## src/rtl/eth_pkg.sv

```systemverilog
// eth_pkg: shared Ethernet/IPv4/UDP receive-path constants and UDP parser state encodings
package eth_pkg;
  localparam int UDP_HDR_LEN = 8;
  localparam logic [7:0] PROTO_UDP = 8'h11;
  typedef enum logic [2:0] {
    S_SRC,
    S_DST,
    S_LEN,
    S_CSUM,
    S_PAY,
    S_DROP
  } udp_state_t;
  function automatic logic is_hdr(input udp_state_t s);
    return (s == S_SRC) || (s == S_DST) || (s == S_LEN) || (s == S_CSUM);
  endfunction
endpackage

```

## src/rtl/rx_udp.sv

```systemverilog
// rx_udp: UDP header parser, destination-port filter and registered payload streamer
module rx_udp
  import eth_pkg::*;
#(
  parameter int OCT     = 8,
  parameter int HDR_LEN = UDP_HDR_LEN
) (
  input  logic           RX_CLK,
  input  logic           rst,
  input  logic [15:0]    udp_port,
  input  logic           rx_data_udp,
  input  logic [OCT-1:0] rx_data,
  output logic [15:0]    rx_src_port,
  output logic [15:0]    rx_dst_port,
  output logic [15:0]    rx_udp_len,
  output logic           rx_udp_valid,
  output logic [OCT-1:0] rx_udp_data,
  output logic           rx_udp_last,
  output logic           rx_udp_err
);
  udp_state_t     r_state, w_state;
  logic           r_idx, w_idx;
  logic [15:0]    r_remain, w_remain;
  logic [15:0]    r_csum, w_csum;
  logic [15:0]    w_src, w_dst, w_len;
  logic           w_valid, w_last, w_err;
  logic [OCT-1:0] w_data;
  logic [15:0]    w_len_full;
  logic           w_short, w_port_miss, w_fall_err;
  // header fields shift in MSB-first, one byte per qualified cycle
  assign w_len_full  = 16'({rx_udp_len, rx_data});
  assign w_short     = w_len_full < 16'(HDR_LEN);
  assign w_port_miss = (udp_port != 16'h0000) && (rx_dst_port != udp_port);
  assign w_fall_err  = (r_state == S_PAY) || (is_hdr(r_state) && (r_state != S_SRC || r_idx));
  // next-state, header capture and strobe generation
  always_comb begin
    w_state  = r_state;
    w_idx    = r_idx;
    w_remain = r_remain;
    w_csum   = r_csum;
    w_src    = rx_src_port;
    w_dst    = rx_dst_port;
    w_len    = rx_udp_len;
    w_data   = rx_udp_data;
    w_valid  = 1'b0;
    w_last   = 1'b0;
    w_err    = 1'b0;
    if (!rx_data_udp) begin
      w_state = S_SRC;
      w_idx   = 1'b0;
      w_err   = w_fall_err;
    end else begin
      case (r_state)
        S_SRC: begin
          w_src   = 16'({rx_src_port, rx_data});
          w_idx   = ~r_idx;
          w_state = r_idx ? S_DST : S_SRC;
        end
        S_DST: begin
          w_dst   = 16'({rx_dst_port, rx_data});
          w_idx   = ~r_idx;
          w_state = r_idx ? S_LEN : S_DST;
        end
        S_LEN: begin
          w_len = w_len_full;
          w_idx = ~r_idx;
          if (r_idx) begin
            w_state  = w_short ? S_DROP : S_CSUM;
            w_err    = w_short;
            w_remain = w_short ? r_remain : w_len_full - 16'(HDR_LEN);
          end
        end
        S_CSUM: begin
          w_csum = (r_csum << OCT) | 16'(rx_data);
          w_idx  = ~r_idx;
          if (r_idx)
            w_state = (w_port_miss || r_remain == 16'd0) ? S_DROP : S_PAY;
        end
        S_PAY: begin
          w_valid  = 1'b1;
          w_data   = rx_data;
          w_remain = r_remain - 16'd1;
          w_last   = r_remain == 16'd1;
          w_state  = (r_remain == 16'd1) ? S_DROP : S_PAY;
        end
        default: ;
      endcase
    end
  end
  // state and registered outputs, cleared asynchronously
  always_ff @(posedge RX_CLK or posedge rst) begin
    if (rst) begin
      r_state      <= S_SRC;
      r_idx        <= 1'b0;
      r_remain     <= '0;
      r_csum       <= '0;
      rx_src_port  <= '0;
      rx_dst_port  <= '0;
      rx_udp_len   <= '0;
      rx_udp_valid <= 1'b0;
      rx_udp_data  <= '0;
      rx_udp_last  <= 1'b0;
      rx_udp_err   <= 1'b0;
    end else begin
      r_state      <= w_state;
      r_idx        <= w_idx;
      r_remain     <= w_remain;
      r_csum       <= w_csum;
      rx_src_port  <= w_src;
      rx_dst_port  <= w_dst;
      rx_udp_len   <= w_len;
      rx_udp_valid <= w_valid;
      rx_udp_data  <= w_data;
      rx_udp_last  <= w_last;
      rx_udp_err   <= w_err;
    end
  end
endmodule

```

## config.mk

```make
export PLATFORM = sky130hd
export DESIGN_NAME = rx_udp
export DESIGN_NICKNAME = d
export VERILOG_FILES = /design/src/rtl/eth_pkg.sv /design/src/rtl/rx_udp.sv
export SDC_FILE = /design/constraint.sdc
export NUM_CORES = 1
export LEC_CHECK = 0
export ABC_AREA = 1
export CORE_MARGIN = 2
export CORE_UTILIZATION = 54
export CTS_BUF_LIST = sky130_fd_sc_hd__clkbuf_4
export CTS_CLUSTER_SIZE = 40
export DETAILED_ROUTE_END_ITERATION = 10
export GPL_TIMING_DRIVEN = 0
export PLACE_DENSITY = 0.9
export SETUP_SLACK_MARGIN = 0.5
export SYNTH_ARGS = -nofsm -noshare
export SYNTH_HDL_FRONTEND = slang
export SYNTH_SLANG_ARGS = --single-unit
```

## constraint.sdc

```tcl
create_clock -name RX_CLK -period 3.5 [get_ports RX_CLK]
set_input_delay 0.7 -clock RX_CLK [delete_from_list [all_inputs] [get_ports RX_CLK]]
set_output_delay 0.7 -clock RX_CLK [all_outputs]
set_load 0.02 [all_outputs]
```

# Word level (Yosys, flattened, before mapping)
# Index checks and enable logic that the tools add are counted.
# op_classes
addsub,2
muxes,21
n_eq_ne,12
magnitude_cmp,1
n_reduce_logical,20
bitwise_logic,1
# ops
op,n
2-to-1 mux 16 bit,2
case mux 16 bit (2 select lines),1
equality test 16 x 1 -> 1 bit (second input constant),1
zero test 16 bit,1
< comparator 16 x 4 -> 1 bit (second input constant),1
inequality test 16 bit,1
nonzero test 16 bit,1
subtractor 16 x 1 -> 16 bit (second input constant),1
subtractor 16 x 4 -> 16 bit (second input constant),1
case mux 3 bit (5 select lines),1
2-to-1 mux 1 bit,12
2-to-1 mux 3 bit,4
AND reduction 2 bit,4
equality test 3 x 2 -> 1 bit (second input constant),2
logical OR 1 bit,6
inequality test 2 bit (second input constant),3
inequality test 3 bit (second input constant),2
inequality test 6 x 1 -> 1 bit (second input constant),1
AND reduction 4 bit,1
OR reduction 4 bit,1
equality test 3 x 1 -> 1 bit (second input constant),1
equality test 3 bit (second input constant),1
zero test 3 bit,1
AND reduction 3 bit,1
other kinds (5),6
# totals
reg_bits,79
output_inout_bits,59
word_cells,67

# Logic depth before layout (Yosys ltp)
# depth
word_depth,7
depth_mapped,13

# Worst setup path after synthesis
# No wires, ideal clock.
# synth_path
path_kind,input to register
start,input rx_data[3]
end,register r_remain[15]
t_arrival_ns,1.673
n_path_buf,0
setup_time_ns,0.122
setup_slack_ns,1.705
required_time_ns,3.378
path_stages,8
cell_sequence,inv_2 > ha_1 > nand2_1 > nor2_1 > nand3_1 > xor2_1 > o211ai_2 > nand2_1
# synth_via
elab_chain_cells,4
elab_cells_between_ends,7
# synth_lines
item,line,text
"start, declared",rx_udp.sv:12,"input logic [OCT-1:0] rx_data,"
subtractor 16 x 4 -> 16 bit,rx_udp.sv:70,w_remain = w_short ? r_remain : w_len_full - 16'(HDR_LEN);
2-to-1 mux 16 bit,rx_udp.sv:70,
2-to-1 mux 16 bit,rx_udp.sv:67,if (r_idx) begin
case mux 16 bit (2 select lines),rx_udp.sv:53,case (r_state)
"end signal, assigned",rx_udp.sv:107,r_remain <= w_remain;
"end, declared",rx_udp.sv:23,"logic [15:0] r_remain, w_remain;"
# Parallel ways exist; a longest one is shown, timed or not. The select of a mux whose other input is x is not followed.
# A chain may end at the register's enable or synchronous reset.

# Worst setup path in the final report
# layout_path
start,register rx_udp_len[3]
end,output rx_udp_len[3]
# layout_lines
item,line,text
"start, declared",rx_udp.sv:15,"output logic [15:0] rx_udp_len,"
"start signal, assigned",rx_udp.sv:111,rx_udp_len <= w_len;
# No word-level cell between the ends.

==> metrics.cfg <==
[hold_path]
worstHoldEndpoint=rx_udp_len[8]$_DFFE_PP0P_
min_path_cells=2
min_path_type=reg -> reg
hold_start=rx_udp_len[8]$_DFFE_PP0P_

[worst_setup_path]
path_buf_inv=1
cpMaxStageDelayCell=clkdlybuf4s50_1
reg2reg_slack_ns=1.75
worst_r2r_endpoint=r_remain[14]$_DFFE_PP0P_
reg2reg_depth=8
critical_path_class=reg -> out
worst_setup_path_end_kind=output pin
crit-reg2reg-launch=r_remain[0]$_DFFE_PP0P_
cp.arrival_ns=1.65
cpPeakStageDelay_ns=0.67
cp-start-kind=flip-flop
crit_required_ns=2.80
path_max_fanout=7
path_cells=clkdlybuf4s50_1
critPathTopFamily=buffers and inverters

[die]
die_x_um=93.55
coreArea_sq_um=7767
rows=32
initial_core_util_pct=55.75
dieArea_sq_um=8752
io_pins=86
die_y_um=93.55

[logic_synthesis]
yosysMostFrequentCell=nand2_1
yosysTopAreaCell=dfrtp_1
synth_top_family_by_area=simple AND/OR/NAND/NOR gates
synth_xor_area_share_pct=2.225
netlist_top_cells_area=dfrtp_1, nand2_1, o21ai_0
synth-async-reset-ratio_pct=100.0
synth.avg_cell_area_sq_um=7.946
synthTopCellsByCount=nand2_1, dfrtp_1, inv_1, o21ai_0, nor2_1
yosysSeqAreaShare_pct=45.65
synth_edf_count=0
netlist_area_sq_um=4330
ys.flop_type=dfrtp_1
synth-simple-area-share_pct=25.89
synth-seq-cells=79
yosysWarnings=0
synth_compound_area_share_pct=13.84
synthMuxAreaShare_pct=2.860
syn-num-nets=576
synth_adder_area_share_pct=1.156
synthCells=545
synth_cell_type_count=41
synth_top_area_share_pct=45.65

[status]
status=finished clean

[sta]
drv_slew=0
finalClockSkew_ns=0.01860
tightestPinTransition_ns=0.5566
setup_viol=0
min_period_over_period_pct=67.20
finalCriticalPeriod_ns=2.352
max_freq_mhz=425.2
rsz0062_at_grt=no
slew_headroom_pct=62.55
hold_violations=0
hold_ws_ns=0.5033

[global_route]
grt_pass1_wl_um=18100
grt_max_degree=54
antenna_found_initial=0
track_usage_pct=26.44
grt_pass1_vias=3878
overflow=0

[clocking]
htree_levels=3
clk_pin_slew_worst_paths_ns=0.14
cts_hold_buf=0
cts_tree=yes
cts_setup_buffers=0
cts-root-buf=clkbuf_4
clk_latency_ns=0.42
cts_buffer_depth=2
cts_buffers=9
cts_resized=0
cts.sinks=79

[detailed_routing]
drtPass1Iterations=5
drt_iter0_drc=271
ant_nets=0
via_per_inst=5.320
drcViolationCount=0
via_count=3979
wl_per_cell_um=14.86
routed_wl_um=11120

[run]
cap_violations=0

[cells_and_area]
synthToLayoutAreaGrowth_pct=25.86
antenna_cells=0
finish.utilization_pct=70.17
nNetsFinal=672
seqCellArea_sq_um=1977
multi_input_area_sq_um=1991
stdcell_count=748
drive_above_1_share_pct=10.99
n_fill_cell=641

[power]
leakagePower_nw=2.558
p_total_mw=4.159
vdd_drop_max_mv=0.5347
power_density_nw_per_um2=763.1

[place]
dp_cells=732
hpwl_um=8359
port_buffers=84
place_congestion=0.9050

## metal layers
| layer | GRT usage, % | up-vias | share of wire, % | routed length (um) |
|---|---|---|---|---|
| li1 | - | 1936 | - | - |
| met1 | 35.60 | 1872 | 44 | 4868 |
| met2 | 44.54 | 155 | 48 | 5386 |
| met3 | 4.593 | 16 | 6.3 | 696 |
| met4 | 6.884 | 0 | 1.5 | 167 |
| met5 | 0 | - | 0 | 0 |
## cells in the final DEF, fill, tap and decap left out, types with 2 or more instances in the layout
| cell type | synthesis | layout |
|---|---|---|
| a21oi_1 | 6 | 6 |
| buf_2 | 7 | 7 |
| buf_6 | 2 | 2 |
| clkbuf_1 | 5 | 5 |
| clkbuf_4 | 0 | 9 |
| clkdlybuf4s50_1 | 0 | 84 |
| dfrtp_1 | 79 | 79 |
| ha_1 | 4 | 4 |
| inv_1 | 66 | 65 |
| inv_2 | 4 | 4 |
| inv_6 | 1 | 4 |
| mux2_1 | 5 | 5 |
| mux2_2 | 6 | 6 |
| nand2_1 | 155 | 155 |
| nand2_2 | 4 | 4 |
| nand2_4 | 3 | 3 |
| nand3_1 | 16 | 16 |
| nand4_1 | 5 | 5 |
| nor2_1 | 59 | 59 |
| nor2_2 | 3 | 3 |
| nor2_8 | 2 | 2 |
| nor3_1 | 3 | 3 |
| nor3_2 | 2 | 2 |
| nor4_1 | 3 | 3 |
| o211ai_2 | 4 | 4 |
| o21ai_0 | 63 | 63 |
| o21ai_1 | 4 | 4 |
| o21ai_2 | 7 | 7 |
| o22ai_2 | 2 | 2 |
| o31ai_1 | 3 | 3 |
| xnor2_1 | 2 | 2 |
| xor2_1 | 9 | 9 |
## worst max-delay path by stage
stage / from / to / slack, ns / cells past startpoint
after detailed placement: rx_data[4] / r_remain[15]$_DFFE_PP0P_ / 0.92 / 9
after floorplan: rst / r_idx$_DFFE_PP0P_ / 0.78 / 1
after global routing: rx_udp_len[5]$_DFFE_PP0P_ / rx_udp_len[5] / 1.10 / 1
after global placement: rst / r_remain[8]$_DFFE_PP0P_ / -0.39 / 2
after CTS: rx_udp_len[3]$_DFFE_PP0P_ / rx_udp_len[3] / 1.14 / 1
final: rx_udp_len[3]$_DFFE_PP0P_ / rx_udp_len[3] / 1.15 / 1
## power by group
part	internal, mW	total, mW	switching [mW]	leakage [nW]
Clock	0.155	0.505	0.349	0.0667
Combinational	0.894	2.00	1.10	1.48
Sequential	1.28	1.66	0.381	1.01
Total	2.33	4.16	1.83	2.56
## registers in the layout, summed over array words and instances (netlist names)
name          count
rx_udp_last       1
r_state           3
rx_udp_err        1
rx_dst_port      16
r_remain         16
r_idx             1
rx_udp_len       16
rx_udp_data       8
rx_src_port      16
rx_udp_valid      1
## cell families (layout without fill, tap and decap cells)
logic type      count (synthesis)  count (layout)
simple gates                  258             258
compound gates                 96              96
buf+inv                        86             187
flops                          79              79
xor+xnor                       11              11
mux                            11              11
fa+ha+maj                       4               4
## area by class of cell
cell class                      count  area share, %
Inverter                           71          5.028
Timing Repair Buffer               85          15.93
Clock inverter                      7         0.9871
Buffer                             15          1.676
Clock buffer                        9          1.240
Sequential cell                    79          36.27
Multi-Input combinational cell    380          36.52
Tap cell                          102          2.342
## stage by stage
stage	instance area, sq um	setup TNS [ns]	worst slack (ns)
after detailed placement	5329	0	0.9169
after floorplan	4330	0	0.7766
after global placement	5299	-30.23	-0.3866
final	5450	0	1.148
after global routing	5450	0	1.104
after CTS	5450	0	1.138
Note: power is estimated with default switching activity, not from simulation.
